<file path="src/rtl/keystroke_pkg.sv">
// Shared types and constants for the PS/2 keystroke sequencer.
package keystroke_pkg;

  // Keystroke assembly states
  typedef enum logic [2:0] {
    IDLE,
    SKIP,
    MAKE,
    BREAK,
    HOLD
  } state_t;

  // PS/2 set-2 prefix bytes
  localparam logic [7:0] PS2_EXT   = 8'hE0;
  localparam logic [7:0] PS2_BREAK = 8'hF0;

  // One buffered keystroke: extended flag plus scan code
  typedef struct packed {
    logic       ext;
    logic [7:0] code;
  } key_entry_t;

  localparam int KEY_ENTRY_W = $bits(key_entry_t);

endpackage

</file>
<file path="src/rtl/keystroke_fifo.sv">
// Show-ahead FIFO for completed keystrokes. The head entry is visible
// combinationally from storage; when empty the last popped entry is held.
module keystroke_fifo #(
  parameter int DEPTH = 8,
  parameter int WIDTH = 9
) (
  input  logic                       i_clk,
  input  logic                       i_rst_n,
  input  logic                       i_flush,
  input  logic                       i_push,
  input  logic [WIDTH-1:0]           i_data,
  input  logic                       i_pop,
  output logic [WIDTH-1:0]           o_data,
  output logic                       o_full,
  output logic                       o_empty,
  output logic [$clog2(DEPTH+1)-1:0] o_count
);

  localparam int AW = (DEPTH > 1) ? $clog2(DEPTH) : 1;
  localparam int CW = $clog2(DEPTH + 1);

  logic [WIDTH-1:0] r_mem [DEPTH];
  logic [AW-1:0]    r_rd_ptr;
  logic [AW-1:0]    r_wr_ptr;
  logic [CW-1:0]    r_count;
  logic [WIDTH-1:0] r_last;
  logic             w_pop;
  logic             w_push;

  // A pop frees a slot in the same cycle, so a push into a full FIFO
  // succeeds when it coincides with a pop.
  assign o_empty = (r_count == '0);
  assign o_full  = (r_count == CW'(DEPTH));
  assign w_pop   = i_pop && !o_empty;
  assign w_push  = i_push && (!o_full || w_pop);
  assign o_data  = o_empty ? r_last : r_mem[r_rd_ptr];
  assign o_count = r_count;

  // Storage array; contents are only meaningful between the pointers
  always_ff @(posedge i_clk) begin
    if (w_push && !i_flush) begin
      r_mem[r_wr_ptr] <= i_data;
    end
  end

  // Pointers, occupancy and last-popped entry; flush wins over push/pop
  always_ff @(posedge i_clk or negedge i_rst_n) begin
    if (!i_rst_n) begin
      r_rd_ptr <= '0;
      r_wr_ptr <= '0;
      r_count  <= '0;
      r_last   <= '0;
    end else if (i_flush) begin
      r_rd_ptr <= '0;
      r_wr_ptr <= '0;
      r_count  <= '0;
      r_last   <= '0;
    end else begin
      if (w_push) begin
        r_wr_ptr <= (r_wr_ptr == AW'(DEPTH - 1)) ? '0 : r_wr_ptr + AW'(1);
      end
      if (w_pop) begin
        r_rd_ptr <= (r_rd_ptr == AW'(DEPTH - 1)) ? '0 : r_rd_ptr + AW'(1);
        r_last   <= r_mem[r_rd_ptr];
      end
      case ({w_push, w_pop})
        2'b10:   r_count <= r_count + CW'(1);
        2'b01:   r_count <= r_count - CW'(1);
        default: r_count <= r_count;
      endcase
    end
  end

endmodule

</file>
<file path="src/rtl/keystroke_sequencer.sv">
// Turns the raw PS/2 scan-code stream into whole keystrokes (one per
// make/break pair), with E0 extension, repeat handling and a hold-off,
// and buffers them for a valid/ready consumer.
module keystroke_sequencer
  import keystroke_pkg::*;
#(
  parameter int FIFO_DEPTH     = 8,
  parameter int HOLDOFF_CYCLES = 5000,
  parameter int IGNORE_REPEAT  = 1
) (
  input  logic                            CLOCK_50,
  input  logic                            reset_n,
  input  logic                            clear,
  input  logic [7:0]                      rx_data,
  input  logic                            rx_valid,
  output logic [7:0]                      key_code,
  output logic                            key_ext,
  output logic                            key_valid,
  input  logic                            key_ready,
  output logic [7:0]                      held_code,
  output logic [$clog2(FIFO_DEPTH+1)-1:0] fill,
  output logic                            overflow
);

  localparam int               CNT_W     = (HOLDOFF_CYCLES > 1) ? $clog2(HOLDOFF_CYCLES) : 1;
  localparam logic [CNT_W-1:0] HOLD_LAST = CNT_W'(HOLDOFF_CYCLES - 1);

  state_t           r_state;
  state_t           w_state_next;
  logic             r_ext_pending;
  logic             w_ext_pending_next;
  logic [7:0]       r_history;
  logic [7:0]       w_history_next;
  logic             r_ext;
  logic             w_ext_next;
  logic [7:0]       r_held_code;
  logic [7:0]       w_held_code_next;
  logic [CNT_W-1:0] r_count;
  logic [CNT_W-1:0] w_count_next;
  logic             r_overflow;

  logic             w_push;
  key_entry_t       w_push_entry;
  key_entry_t       w_head_entry;
  logic             w_full;
  logic             w_empty;
  logic             w_pop;

  assign w_push_entry = {r_ext, r_history};
  assign w_pop        = key_ready && !w_empty;

  assign key_code  = w_head_entry.code;
  assign key_ext   = w_head_entry.ext;
  assign key_valid = !w_empty;
  assign held_code = r_held_code;
  assign overflow  = r_overflow;

  keystroke_fifo #(
    .DEPTH (FIFO_DEPTH),
    .WIDTH (KEY_ENTRY_W)
  ) u_fifo (
    .i_clk   (CLOCK_50),
    .i_rst_n (reset_n),
    .i_flush (clear),
    .i_push  (w_push),
    .i_data  (w_push_entry),
    .i_pop   (key_ready),
    .o_data  (w_head_entry),
    .o_full  (w_full),
    .o_empty (w_empty),
    .o_count (fill)
  );

  // Register the FSM state and the keystroke bookkeeping; clear beats everything
  always_ff @(posedge CLOCK_50 or negedge reset_n) begin
    if (!reset_n) begin
      r_state       <= IDLE;
      r_ext_pending <= 1'b0;
      r_history     <= '0;
      r_ext         <= 1'b0;
      r_held_code   <= '0;
      r_count       <= '0;
    end else if (clear) begin
      r_state       <= IDLE;
      r_ext_pending <= 1'b0;
      r_history     <= '0;
      r_ext         <= 1'b0;
      r_held_code   <= '0;
      r_count       <= '0;
    end else begin
      r_state       <= w_state_next;
      r_ext_pending <= w_ext_pending_next;
      r_history     <= w_history_next;
      r_ext         <= w_ext_next;
      r_held_code   <= w_held_code_next;
      r_count       <= w_count_next;
    end
  end

  // Sticky flag for a keystroke lost because the buffer was full
  always_ff @(posedge CLOCK_50 or negedge reset_n) begin
    if (!reset_n) begin
      r_overflow <= 1'b0;
    end else if (clear) begin
      r_overflow <= 1'b0;
    end else if (w_push && w_full && !w_pop) begin
      r_overflow <= 1'b1;
    end
  end

  // Decode the byte stream into make/break pairs and decide when to push
  always_comb begin
    w_state_next       = r_state;
    w_ext_pending_next = r_ext_pending;
    w_history_next     = r_history;
    w_ext_next         = r_ext;
    w_held_code_next   = r_held_code;
    w_count_next       = r_count;
    w_push             = 1'b0;

    case (r_state)
      IDLE: begin
        if (rx_valid) begin
          if (rx_data == PS2_EXT) begin
            w_ext_pending_next = 1'b1;
          end else if (rx_data == PS2_BREAK) begin
            w_state_next = SKIP;
          end else begin
            w_history_next     = rx_data;
            w_ext_next         = r_ext_pending;
            w_ext_pending_next = 1'b0;
            w_held_code_next   = rx_data;
            w_state_next       = MAKE;
          end
        end
      end

      SKIP: begin
        if (rx_valid && rx_data != PS2_EXT) begin
          w_state_next = IDLE;
        end
      end

      MAKE: begin
        if (rx_valid) begin
          if (rx_data == PS2_BREAK) begin
            w_state_next = BREAK;
          end else if (rx_data == r_history && IGNORE_REPEAT == 0) begin
            w_push = 1'b1;
          end
        end
      end

      BREAK: begin
        if (rx_valid) begin
          if (rx_data == r_history) begin
            w_push           = 1'b1;
            w_held_code_next = '0;
            w_count_next     = '0;
            w_state_next     = HOLD;
          end else if (rx_data != PS2_EXT) begin
            w_state_next = MAKE;
          end
        end
      end

      HOLD: begin
        w_count_next = r_count + CNT_W'(1);
        if (r_count == HOLD_LAST) begin
          w_state_next = IDLE;
        end
      end

      default: begin
        w_state_next = IDLE;
      end
    endcase
  end

endmodule

</file>
<file path="config.mk">
export PLATFORM = sky130hd
export DESIGN_NAME = keystroke_sequencer
export DESIGN_NICKNAME = d
export VERILOG_FILES = /design/src/rtl/keystroke_pkg.sv /design/src/rtl/keystroke_fifo.sv /design/src/rtl/keystroke_sequencer.sv
export SDC_FILE = /design/constraint.sdc
export NUM_CORES = 1
export LEC_CHECK = 0
export ABC_CLOCK_PERIOD_IN_PS = 6200
export CORE_MARGIN = 4
export CORE_UTILIZATION = 50
export DETAILED_ROUTE_END_ITERATION = 12
export HOLD_SLACK_MARGIN = 0.03
export PLACE_DENSITY = 0.79
export SLEW_MARGIN = 20
export SYNTH_ARGS = -nofsm -noshare
export SYNTH_HDL_FRONTEND = slang
export SYNTH_SLANG_ARGS = --single-unit
export TNS_END_PERCENT = 30
</file>
<file path="constraint.sdc">
create_clock -name CLOCK_50 -period 6.2 [get_ports CLOCK_50]
set_input_delay 1.24 -clock CLOCK_50 [delete_from_list [all_inputs] [get_ports CLOCK_50]]
set_output_delay 1.24 -clock CLOCK_50 [all_outputs]
set_load 0.02 [all_outputs]
</file>
* Word level (Yosys, flattened, before mapping) *
Memory sizes are Yosys's and may differ from the RTL's.
Cells that the tools add are included.

word-level totals
  memory bits (writable) = 72
  latch bits = 0
  output and inout bits = 23
  input port bits = 13
  memories kept = 1
  logic and storage cells = 123
  memory bits (read-only) = 0
  flip-flop bits (word level) = 54

memories
  name          depth  bits a word  rd ports  clocked after memory_dff  wr ports  line                  text
  u_fifo.r_mem  8      9            1         0                         1         keystroke_fifo.sv:22  logic [WIDTH-1:0] r_mem [DEPTH];

operators by class
  div/mod/pow operators = 0
  reductions and logical operators = 26
  order comparisons = 0
  $mul = 0
  add/sub/neg operators = 5
  bitwise gates (word level) = 0
  multiplexer cells = 53
  equality and inequality tests = 27
  shift operators = 0

operators with widths
  kind                     count
  $mux W8                  8
  $mux W3                  16
  $mux W13                 3
  $ne A3 B3 Y1 const B     10
  $mux W9                  3
  $pmux W13 S2             1
  $mux W1                  17
  $eq A8 B8 Y1 const B     2
  $pmux W8 S2              1
  $pmux W3 S5              1
  $add A13 B1 Y13 const B  1
  $eq A13 B13 Y1 const B   1
  $reduce_bool A2 Y1       5
  $eq A3 B3 Y1 const B     3
  $reduce_bool A3 Y1       3
  $eq A8 B8 Y1             1
  $ne A8 B8 Y1 const B     1
  $pmux W4 S2              1
  $reduce_and A8 Y1        1
  $add A3 B1 Y3 const B    2
  $eq A3 B2 Y1 const B     2
  $logic_and A1 B1 Y1      6
  $reduce_and A3 Y1        2
  $reduce_and A6 Y1        1
  15 further kinds         19

* Depth between registers and ports, before layout *
Gate-level depths: netlist (run 1).

  depth in word-level cells = 8
  mapped depth = 10
  gate-level depth less buffers = 9

* By module *
Synthesis (run 1) repeated with hierarchy kept, for this count alone.

unflattened totals
  cell total of the unflattened synthesis = 411
  area, all modules = 5670.4 sq um

modules (own cells, without submodules)
  module               seq. area each (sq um)  area each (sq um)  times used  cells each
  keystroke_fifo       2637.5                  3833.7             1           230
  keystroke_sequencer  875.8                   1836.8             1           181

* Worst setup path after synthesis (run 1) *
Ideal clock, no wire load.

  kind = input to register
  from = input rx_data[7]
  to = memory u_fifo.r_mem[4][0] (enable)
  path buffers = 0
  setup time = 399 ps
  required time = 5801 ps
  data arrival time = 3537 ps
  path slack = 2264 ps
  stages on the path = 5
  cells stage by stage = xor2_1 > or4_4 > nor4_4 > nand2_1 > nor4_1

on the way
  longest elaborated chain between the ends = 8

RTL lines
  item                           line                        text
  start, declared                keystroke_sequencer.sv:14   input logic [7:0] rx_data,
  $eq A8 B8 Y1                   keystroke_sequencer.sv:156  if (rx_data == r_history) begin
  $mux W1                        keystroke_sequencer.sv:156
  $mux W1                        keystroke_sequencer.sv:155  if (rx_valid) begin
  $mux W1                        keystroke_sequencer.sv:121  case (r_state)
  $logic_and A1 B1 Y1            keystroke_fifo.sv:35        assign w_push = i_push && (!o_full || w_pop);
  $logic_and A1 B1 Y1            keystroke_fifo.sv:41        if (w_push && !i_flush) begin
  $mux W1                        keystroke_fifo.sv:41
  $mux W1 (implied by the code)  keystroke_fifo.sv:42        r_mem[r_wr_ptr] <= i_data;
  end, declared                  keystroke_fifo.sv:22

Every way passes these cells.

* Worst setup path in the final report (run 1) *
  from = register u_fifo.r_rd_ptr[0]
  to = output key_code[2]

on the way
  longest elaborated chain between the ends = 2

RTL lines
  item                    line                       text
  start, declared         keystroke_fifo.sv:23       logic [AW-1:0] r_rd_ptr;
  start signal, assigned  keystroke_fifo.sv:63       r_rd_ptr <= (r_rd_ptr == AW'(DEPTH - 1)) ? '0 : r_rd_ptr + AW'(1);
  $mem_v2 Z8 W9           n/a
  $mux W9                 keystroke_fifo.sv:36       assign o_data = o_empty ? r_last : r_mem[r_rd_ptr];
  end, declared           keystroke_sequencer.sv:16  output logic [7:0] key_code,

Every way passes these cells.

==> flow_summary.toml, run 1 <==
[place]
place_area_um2 = 6000
hpwl_mm = 6.98
dpl.cell_count = 559
gp_congestion = 0.849
port_buffers = 35

[synthesis]
synth_compound_area_share_pct = 10.1
yosysWarnings = 0
synth.avg_cell_area_um2 = 13.8
ys_top_cells_by_count = "edfxtp_1 (72), dfrtp_1 (54), nor2_1 (46)"
async_flop_share_pct = 42.9
ys_ff_latch = 126
dominantRegCellSynth = "edfxtp_1"
synth.area.mux_share_pct = 10.5
synth_area_leaders = "edfxtp_1 (39%), dfrtp_1 (24%), mux4_2 (7.3%)"
syn_inst = 400
syn_area_um2 = 5520
synth_adder_area_share_pct = 1.95
yosys.area.top_type_share_pct = 39.2
netlist.top_cell.by_area = "edfxtp_1"
synth_cell_types = 49
ys_seq_area_share_pct = 63.7
synth_xor_area_share_pct = 1.59
synth-simple-area-share_pct = 10.6
synth_nets = 421
synth_top_family_by_area = "simple AND/OR/NAND/NOR gates"
synth_edf_count = 72
yosysMostFrequentCell = "edfxtp_1"

[sta]
finalSetupViolCount = 0
relSlewSlack_pct = 32.5
worst_pin_slew_ns = 1.01
max_freq_ghz = 0.247
hold_viol = 0
post-route-period-util_pct = 65.4
clock_skew_ns = 0.00915
maxSlewViolCount = 0
rsz0062_at_grt = "false"
layout_min_cycle_time_ns = 4.06
tns_ns = 0

[cells_and_area]
n_fill_cell = 852
multi_input_area_um2 = 1920
syn_to_final_growth_pct = 18.4
drive_above_1_share_pct = 13.3
diodes = 0
design_area_um2 = 6540
finalNonFillerCells = 591
nets = 459
layout.area.seq_um2 = 3510

[pwr]
max-vdd-ir-drop_mv = 0.214
swShare_pct = 21.9
p_switching_w = 0.000408
p_leak_nw = 2.45
power_density_nw_per_um2 = 285
pwr-share-comb_pct = 3.8
pwr-share-seq_pct = 48.9
pwr-share-clk_pct = 47.3
internal-power_w = 0.00146

[setup_path]
crit_arrival_ns = 2.82
crit_family = "multiplexers"
critPathLaunchType = "flip-flop"
crit_chain = "mux4_2 > mux2i_1 > a21oi_1 > clkdlybuf4s50_1"
critical_path.max_stage_delay_ns = 0.77
path_buf_inv = 1
required_ns = 4.96
crit_fanout = 21
slowest_stage = "dfrtp_2"
cp-end-kind = "output port"
worstSetupPathType = "reg2out"

[job]
drv_cap = 0

[grt]
grt_pass1_wl_mm = 18.1
grtUsageTotal_pct = 18.3
grt_overflow_total = 0
grt_pass1_vias = 3509
grt_max_degree = 55
antenna_found_initial = 0

[die]
start_util_pct = 50.9
ios = 36
coreArea_um2 = 10800
fp-row-count = 38
die_x_um = 113
fp.dieH_um = 113
die-area_um2 = 12800

[detailed_routing]
drt_iter0_markers = 230
drc = 0
num_vias = 3436
drt-total-wl_mm = 10.6
via_per_inst = 5.81
wl_per_cell_um = 17.9
dr.pass1.iters = 4
postRouteAntennaNets = 0

[cts]
postCtsHoldBufs = 0
cts_htree_levels = 4
clock-root-buffer = "clkbuf_8"
insertion_delay_ns = 0.51
cts_resized = 0
post_cts_buffers = 0
cts.sinks = 126
cts_tree = "yes"
cts-buffers-inserted = 17
path_clk_slew_ns = 0.06
clk_path_buf_depth = 2

[worst_hold_path]
hold_path.class = "reg2reg"

[run_status]
status = "finished, final reports clean"
-- flip-flops by register name, summed over array words and instances, names as in the netlist --
name / flops
r_state: 3
r_ext_pending: 1
r_ext: 1
u_fifo.r_wr_ptr: 3
held_code: 8
r_count: 13
u_fifo.r_rd_ptr: 3
u_fifo.o_count: 4
u_fifo.r_mem: 72
overflow: 1
r_history: 8
u_fifo.r_last: 9
-- worst reg2reg max path, delay by kind of cell (launching register included) --
family          cells  cell delay (ns)
flops               1             0.45
fa+ha+maj           1             0.30
buf+inv             1             0.20
simple gates        3             1.25
compound gates      4             0.72
mux                 1             0.34
-- kinds of logic (layout without fill, tap and decap cells) --
logic type | after synthesis | after routing
muxes | 35 | 35
and+or+nand+nor | 115 | 115
xor gates and xnor gates | 10 | 10
AOI/OAI and AO/OA | 84 | 84
adders and majority gates | 8 | 8
DFF | 126 | 126
buffers and inverters | 22 | 73
-- worst paths after layout --
| kind | from | end | slack (ns) | cells after the start |
|---|---|---|---|---|
| min | held_code[6] | held_code[6] | 0.49 | 1 |
| max | u_fifo.r_rd_ptr[0] | key_code[2] | 2.14 | 4 |
| min in group asynchronous | reset_n | u_fifo.r_last[2] | 0.84 | 2 |
| max in group asynchronous | reset_n | u_fifo.r_rd_ptr[0] | 4.84 | 2 |
| min reg2reg | held_code[6] | held_code[6] | 0.49 | 1 |
| max reg2reg | u_fifo.o_count[1] | u_fifo.o_count[3] | 2.82 | 10 |
-- through the flow --
stage | power, W | util, % | hold slack [ns] | setup WS [ns]
3_3_place_gp | 0.000997 | 55.3 | 0.465 | 1.96
2_1_floorplan | 0.000961 | - | 0.446 | 2.26
6_report | 0.00187 | 60.3 | 0.492 | 2.14
4_1_cts | 0.00189 | 60.3 | 0.496 | 1.68
3_5_place_dp | 0.00100 | 55.3 | 0.474 | 1.85
5_1_grt | 0.00194 | 60.3 | 0.519 | 1.92
-- layout make-up --
| class | instances | share of cell area [%] |
|---|---|---|
| sequential | 126 | 53.8 |
| multi-input combinational | 252 | 29.4 |
| clock buffer | 18 | 6.39 |
| timing repair buffer | 40 | 5.86 |
| tap | 140 | 2.68 |
| clock inverter | 14 | 1.82 |
| inverter | 1 | 0.0574 |
-- cells in the final DEF, fill, tap and decap left out, types with 2 or more instances in the layout --
master and instances:
nor4b_1 2, nand4_1 6, clkdlybuf4s50_1 34, mux2i_1 13, xor2_1 3, edfxtp_1 72, o41ai_1 2, clkinv_4 3
nand3b_1 3, or4_1 3, nor4_1 3, xnor2_1 7, nor2b_1 3, clkbuf_16 16, clkinv_1 2, o31a_1 3
and3_1 4, inv_6 2, a31oi_1 5, and2_1 2, nand2b_1 8, nand4b_1 2, clkinvlp_4 3, clkinv_2 3
buf_4 5, a22o_1 15, mux4_2 18, mux2_1 3, a211oi_1 9, ha_1 7, a21oi_1 16, dfrtp_1 53
nor3_1 5, o21ai_1 13, a21o_1 4, nand3_1 2, o21ai_0 9, a2bb2oi_1 2, nor2_1 46, nand2_1 20
-- per-layer routing --
metal / track usage (%) / vias to the layer above / wire length [um]
li1: - / 1613 / -
met1: 24.3 / 1738 / 4820
met2: 29.3 / 79 / 5330
met3: 4.87 / 6 / 385
met4: 6.57 / 0 / 57
met5: 0 / - / 0
-- power by group through the flow --
stage / Combinational (W) / Sequential [W] / Clock (W)
after global placement: 0.0000688 / 0.000928 / 0
final: 0.0000708 / 0.000913 / 0.000882
after CTS: 0.0000716 / 0.000913 / 0.000902
after floorplan: 0.0000330 / 0.000928 / 0
after global routing: 0.0000775 / 0.000915 / 0.000949
after detailed placement: 0.0000704 / 0.000930 / 0
(Power assumes the default switching activity.)
==> run 2: changes to the inputs <==
ABC_CLOCK_PERIOD_IN_PS = 3800   (was 6200)
clock period = 3.8 ns   (was 6.2 ns; I/O delays follow)
==> run 2 against run 1 <==
Die area stayed put. Wire length is 5.7% higher. Sequential share of layout area is 1.8 points lower. Clock power is 80% higher. Combinational power is 72% higher. Final area is 3.5% higher. Hold slack worse by 0.30 ns. Final cell count is 3.4% higher. Sequential cell count stayed put. Largest cell class unchanged.
==> flow_summary.toml, run 2 (synthesis gave the netlist of run 1 again) <==
[run_status]
status = "finished, final reports clean"

[sta]
layout_min_cycle_time_ns = 3.58
holdWs_ns = 0.195
worst_pin_slew_ns = 0.908
finalSetupViolCount = 0
hold_viol = 0
rsz0062_at_grt = "false"
max_freq_ghz = 0.279
clock_skew_ns = 0.00714
maxSlewViolCount = 0
tns_ns = 0
post-route-period-util_pct = 94.2
relSlewSlack_pct = 39.3

[setup_path]
critPathLaunchType = "flip-flop"
crit_arrival_ns = 2.82
worstSetupPathType = "reg2out"
required_ns = 3.04
cp-end-kind = "output port"
crit_fanout = 17

[grt]
grt_overflow_total = 0
grt_pass1_vias = 3605
grt_max_degree = 43
grtUsageTotal_pct = 19.2
grt_pass1_wl_mm = 18.7
antenna_found_initial = 0

[pwr]
pwr-share-seq_pct = 46.5
p_total_w = 0.00320
pwr-share-clk_pct = 49.7
p_switching_w = 0.000678
swShare_pct = 21.1
power_density_nw_per_um2 = 474
p_leak_nw = 2.60
max-vdd-ir-drop_mv = 0.272
pwr-share-comb_pct = 3.8
internal-power_w = 0.00253

[job]
drv_cap = 0

[cells_and_area]
regMostFlops = "u_fifo.r_mem"
syn_to_final_growth_pct = 22.6
layout_commonest_cell = "edfxtp_1"
drive_above_1_share_pct = 17.0
largest_reg_flops = 72
reg_top3 = "u_fifo.r_mem (72), r_count (13), u_fifo.r_last (9)"
nets = 479
layout_common_cells = "edfxtp_1 (72), dfrtp_1 (54), nor2_1 (46)"
n_fill_cell = 832
diodes = 0

[detailed_routing]
wl_per_cell_um = 18.3
dr.pass1.iters = 5
via_per_inst = 5.88
drt_iter0_markers = 293
drc = 0
postRouteAntennaNets = 0
drt-total-wl_mm = 11.2
num_vias = 3593

[cts]
insertion_delay_ns = 0.52
clk_path_buf_depth = 2
postCtsHoldBufs = 0
cts-buffers-inserted = 17
cts_tree = "yes"
cts.sinks = 126
cts_resized = 0
post_cts_buffers = 0
cts_htree_levels = 4
path_clk_slew_ns = 0.06
clock-root-buffer = "clkbuf_8"

[place]
gp_congestion = 0.844
port_buffers = 35
hpwl_mm = 7.39

[die]
coreArea_um2 = 10800
die-area_um2 = 12800
fp.dieH_um = 113
die_x_um = 113
start_util_pct = 50.9
ios = 36
fp-row-count = 38

[worst_hold_path]
hold_path.class = "in2async"
[run 2: per-stage QoR]
stage	cell area, um2	instances	utilization [%]	worst slack [ns]
4_1_cts	6740	610	62.2	0.178
3_5_place_dp	6140	578	56.6	0.0918
6_report	6760	611	62.4	0.220
3_3_place_gp	6140	578	56.6	0.155
2_1_floorplan	5520	400	-	0.344
5_1_grt	6760	611	62.4	0.100
[run 2: worst paths after layout]
path | cells after the start | startpoint | to | slack, ns
max in group asynchronous | 3 | reset_n | r_count[10] | 2.85
min in group CLOCK_50 | 1 | held_code[6] | held_code[6] | 0.49
worst max-delay path | 5 | u_fifo.r_rd_ptr[1] | key_code[2] | 0.22
worst max register to register | 9 | r_history[4] | u_fifo.o_count[3] | 0.76
worst min-delay path | 1 | reset_n | u_fifo.r_last[0] | 0.20
worst min register to register | 1 | held_code[6] | held_code[6] | 0.49
[run 2: power groups by stage]
stage	registers (W)	clock network, W	logic (W)
final	0.00149	0.00159	0.000122
after global routing	0.00149	0.00169	0.000133
after CTS	0.00149	0.00162	0.000121
after detailed placement	0.00151	0	0.000120
after global placement	0.00151	0	0.000118
after floorplan	0.00151	0	0.0000538
[run 2: area by class of cell]
class | instances | area [um2] | area share (%)
clock buffers | 22 | 507 | 7.49
inverters | 1 | 3.75 | 0.0555
flip-flops and latches | 126 | 3510 | 51.9
well taps | 140 | 175 | 2.59
multi-input cells | 252 | 1920 | 28.4
repair buffers | 60 | 546 | 8.07
clock inverters | 10 | 97.6 | 1.44
[run 2: metal layers]
| metal | global-route usage [%] | part of all wire (%) | wire length [um] |
|---|---|---|---|
| met1 | 25.2 | 43 | 4780 |
| met2 | 31.6 | 50 | 5630 |
| met3 | 4.97 | 5.5 | 618 |
| met4 | 6.49 | 1.5 | 171 |
| met5 | 0 | 0 | 0 |
[run 2: critical path, stage by stage, from the launching register on]
cell and delay, ns:
dfrtp_1 0.88, buf_4 0.26, mux4_2 0.30, mux2i_1 0.21, a21oi_1 0.11, clkdlybuf4s50_1 0.55
==> run 3: changes to the inputs <==
CTS_BUF_LIST = sky130_fd_sc_hd__clkbuf_4 sky130_fd_sc_hd__clkbuf_8   (was not set)
==> run 3 against run 2 <==
Fmax increased by 2.5%. First-iteration DRC count rose by 16%. Hold slack improved by 0.14 ns. Clock power is 21% lower. Largest cell class unchanged.
==> flow_summary.toml, run 3 (synthesis gave the netlist of run 1 again) <==
[pwr]
power_density_nw_per_um2 = 435
max-vdd-ir-drop_mv = 0.222
p_leak_nw = 2.52

[cells_and_area]
nets = 478
diodes = 0
finalNonFillerCells = 610
syn_to_final_growth_pct = 19.3
layout_commonest_cell = "edfxtp_1"
largest_reg_flops = 72
layout_common_cells = "edfxtp_1 (72), dfrtp_1 (54), nor2_1 (46)"
drive_above_1_share_pct = 17.0
reg_top3 = "u_fifo.r_mem (72), r_count (13), u_fifo.r_last (9)"
n_fill_cell = 846
regMostFlops = "u_fifo.r_mem"
fin_util_pct = 60.7

[grt]
grt_max_degree = 43
antenna_found_initial = 0
grt_pass1_vias = 3564
grtUsageTotal_pct = 18.7
grt_overflow_total = 0
grt_pass1_wl_mm = 18.5

[cts]
cts_resized = 0
cts-buffers-inserted = 17
postCtsHoldBufs = 0
path_clk_slew_ns = 0.07
clock-root-buffer = "clkbuf_8"
cts_tree = "yes"
insertion_delay_ns = 0.42
clk_path_buf_depth = 2
post_cts_buffers = 0
cts.sinks = 126
cts_htree_levels = 4

[sta]
hold_viol = 0
tns_ns = 0
post-route-period-util_pct = 91.9
maxSlewViolCount = 0
finalWorstSetupSlack_ns = 0.308
finalSetupViolCount = 0
worst_pin_slew_ns = 0.916
max_freq_ghz = 0.286
clock_skew_ns = 0.0110
relSlewSlack_pct = 38.7
holdWs_ns = 0.333
rsz0062_at_grt = "false"
layout_min_cycle_time_ns = 3.49

[place]
gp_congestion = 0.844
hpwl_mm = 7.39
place_ws_ns = 0.0918
port_buffers = 35
dpl.cell_count = 578

[die]
fp-row-count = 38
die-area_um2 = 12800
coreArea_um2 = 10800
ios = 36
start_util_pct = 50.9
die_x_um = 113
fp.dieH_um = 113

[run_status]
status = "finished, final reports clean"

[setup_path]
worstSetupPathType = "reg2out"
cp-end-kind = "output port"
r2r_start = "r_history[4]"
critPathLaunchType = "flip-flop"
required_ns = 3.04
crit_arrival_ns = 2.73
crit_fanout = 17
worstSetupStartpoint = "u_fifo.r_rd_ptr[1]"

[worst_hold_path]
hold_path.class = "in2async"

[detailed_routing]
postRouteAntennaNets = 0
drt_iter0_markers = 339
drt-total-wl_mm = 11.0
wl_per_cell_um = 18.1
via_per_inst = 5.83
num_vias = 3554
dr.pass1.iters = 4
drc = 0

[job]
drv_cap = 0
[run 3: cell types whose count changed in the layout (fill, tap and decap cells not counted), sizes merged]
cell | before | now
bufinv | 1 | 4
clkbuf | 22 | 19
buf | 26 | 25
[run 3: per-stage QoR]
| step | cell area, um2 | power (W) |
|---|---|---|
| 2_1_floorplan | 5520 | 0.00157 |
| 3_3_place_gp | 6140 | 0.00163 |
| 3_5_place_dp | 6140 | 0.00163 |
| 4_1_cts | 6580 | 0.00289 |
| 5_1_grt | 6590 | 0.00298 |
| 6_report | 6590 | 0.00286 |
[run 3: path summary, 6_finish.rpt]
check	to	slack, ns	cells after the start
worst max-delay path	key_code[1]	0.31	4
worst min-delay path	u_fifo.r_last[2]	0.33	1
worst max register to register	u_fifo.o_count[3]	0.76	9
worst min register to register	held_code[6]	0.49	1
max in group asynchronous	r_count[12]	2.85	2
min in group CLOCK_50	held_code[6]	0.49	1
[run 3: layout make-up]
type | count | area [um2] | share of cell area, %
sequential | 126 | 3510 | 53.4
multi-input combinational | 252 | 1920 | 29.2
timing repair buffer | 59 | 528 | 8.02
clock buffer | 19 | 255 | 3.88
clock inverter | 13 | 188 | 2.85
tap | 140 | 175 | 2.66
inverter | 1 | 3.75 | 0.0570
[run 3: routing by layer]
layer  vias up  GRT usage [%]  part of all wire [%]
li1       1649              -                     -
met1      1788           25.0                    43
met2       106           31.2                    52
met3        11           4.17                   4.4
met4         0           5.13                  0.92
met5         -              0                     0
[run 3: power breakdown]
group	switching (W)	internal [W]	total, W	leakage (nW)
Sequential	0.0000233	0.00146	0.00149	1.44
Clock	0.000514	0.000743	0.00126	0.218
Combinational	0.0000664	0.0000531	0.000119	0.861
[run 3: critical path, cell delays in order (launching register included)]
cell and delay [ns]:
dfrtp_1 0.89, mux4_2 0.44, mux2i_1 0.32, a21oi_1 0.12, clkdlybuf4s50_1 0.54
==> RTL change (flow settings as in run 1) <==
Compare `r_count` against `CW'(DEPTH)` with >= in place of ==.
--- a/src/rtl/keystroke_fifo.sv
+++ b/src/rtl/keystroke_fifo.sv
@@ -30,7 +30,7 @@
   // A pop frees a slot in the same cycle, so a push into a full FIFO
   // succeeds when it coincides with a pop.
   assign o_empty = (r_count == '0);
-  assign o_full  = (r_count == CW'(DEPTH));
+  assign o_full  = (r_count >= CW'(DEPTH));
   assign w_pop   = i_pop && !o_empty;
   assign w_push  = i_push && (!o_full || w_pop);
   assign o_data  = o_empty ? r_last : r_mem[r_rd_ptr];
Check against the original RTL: same outputs for any inputs over 4 cycles, from zero or initial values and one cycle with reset_n low; that may be too few to reach the edited logic, so the function may still have changed.
==> RTL change against run 1 <==
Wire length rose by 14%. Design area rose by 2.4%. Sequential cell count did not move. Global-route usage rose by 1.6 points. Non-clock buffer count rose by 2. Critical endpoint is now key_code[6]. Via count rose by 7.5%. Area after synthesis rose by 2.3%. Sequential share of layout area fell by 1.3 points. Worst setup slack improved by 0.12 ns. Critical path depth did not move. Utilization rose by 0.91 points. Clock skew fell by 0.0017 ns.
Power is not compared: it rests on default switching activity, and its combinational part moved more than twofold at a synthesized area within 25%.
==> RTL change: results (changes against run 1) <==
| Metric | Value |
|---|---|
| Post-DP HPWL | `7.521 mm (+7.8%)` |
| Starting DRC count in detailed routing | `376 (+63%)` |
| Slowest CP cell | `dfrtp_1` |
| Setup WS pre-CTS | `1.841 ns (-0.006870 ns)` |
| DR pass1 iterations | `6 (+2)` |
| Area contributors post-synth | `edfxtp_1 (38%), dfrtp_1 (24%), mux4_2 (7.2%)` |
| Final Non-Filler Cells | `606 (+2.5%)` |
| Seq/Total Area, Yosys | `62.23% (-1.4 points)` |
| Routing usage on met2 | `32.44% (+3.1 points)` |
| Vias per cell | `6.096 (+4.8%)` |
| Root buffer cell | `clkbuf_16` |
| CP max FO | `20 (-4.8%)` |
| Fillcell total | `838 (-1.6%)` |
| Crit path DAT | `2.69 ns (-0.13 ns)` |
| Largest stage delay on the critical path | `0.92 ns (+0.15 ns)` |
| Layout cells sized above 1 | `14.59% (+1.3 points)` |
| Met1 track demand over resource | `25.90% (+1.6 points)` |
| Slew HR | `33.05% (+0.55 points)` |
| Cell count after synthesis | `418 (+4.5%)` |
| Clock Skew | `0.007457 ns (-0.001692 ns)` |
| Synth cell count leaders | `edfxtp_1 (72), dfrtp_1 (54), nor2_1 (41)` |
| Wire per inst | `20.00 um (+12%)` |
| Vias in the first global route | `3,756 (+7.0%)` |
| Outcome | `complete, no violations` |
| Post-synth net total | `439 (+4.3%)` |
[RTL change: changes by cell type after synthesis, moves of 4 or more]
cell	change
nor3_1	+10
o21ai_1	-10
nand2b_1	-7
a21oi_1	+6
nand3_1	+6
o21ai_0	-6
xnor2_1	+6
buf_2	+5
nor2_1	-5
or3_1	+5
inv_1	+4
o31ai_1	+4
[RTL change: power groups by stage]
stage	combinational, mW	clock [mW]	sequential (mW)
3_3_place_gp	0.220	0	0.985
5_1_grt	0.245	0.975	0.979
2_1_floorplan	0.138	0	0.978
6_report	0.225	0.920	0.974
4_1_cts	0.227	0.936	0.974
3_5_place_dp	0.225	0	0.989
[RTL change: cells by family after synthesis]
kind of cell | share of synthesized area (%)
DFF | 62.23
and+or+nand+nor | 11.21
AOI/OAI and AO/OA | 10.08
buffers and inverters | 2.438
muxes | 9.486
xor gates and xnor gates | 2.637
adders and majority gates | 1.906
[RTL change: per-layer routing]
metal | up-vias | share of wire [%] | routed length, um
met1 | 1826 | 41 | 5022
met5 | - | 0 | 0
met3 | 17 | 7.2 | 871
met4 | 0 | 1.2 | 150
li1 | 1693 | - | -
met2 | 158 | 50 | 6075
[RTL change: final timing paths]
kind | startpoint | end | slack, ns | cells after the start
max | u_fifo.r_rd_ptr[1]$_DFFE_PN0P_ | key_code[6] | 2.27 | 4
max reg2reg | u_fifo.o_count[0]$_DFFE_PN0P_ | u_fifo.o_count[3]$_DFFE_PN0P_ | 2.94 | 9
min reg2reg | held_code[4]$_DFFE_PN0P_ | held_code[4]$_DFFE_PN0P_ | 0.50 | 1
min | held_code[4]$_DFFE_PN0P_ | held_code[4]$_DFFE_PN0P_ | 0.50 | 1
max in group asynchronous | reset_n | r_history[3]$_DFFE_PN0P_ | 4.75 | 2
min in group asynchronous | reset_n | u_fifo.r_last[3]$_DFFE_PN0P_ | 0.95 | 2
[RTL change: layout make-up]
type	instances	area share, %
clock buffers	19	6.788
clock inverters	13	1.608
inverters	5	0.2805
multi-input cells	261	30.25
flip-flops and latches	126	52.51
well taps	140	2.618
repair buffers	42	5.946
[RTL change: worst reg2reg max path, stage by stage (launching register included)]
cell      delay, ns
dfrtp_1        0.47
or4_1          0.83
nand2_1        0.46
a21oi_1        0.17
ha_1           0.34
a21o_1         0.19
a21oi_1        0.24
a211oi_1       0.12
a41oi_1        0.20
o211ai_1       0.11
[RTL change: stage by stage]
step           util [%]  instance area, sq um
4_1_cts           60.97                  6668
3_3_place_gp      55.84                  6106
3_5_place_dp      55.84                  6106
5_1_grt           61.19                  6691
6_report          61.19                  6691
2_1_floorplan         -                  5645
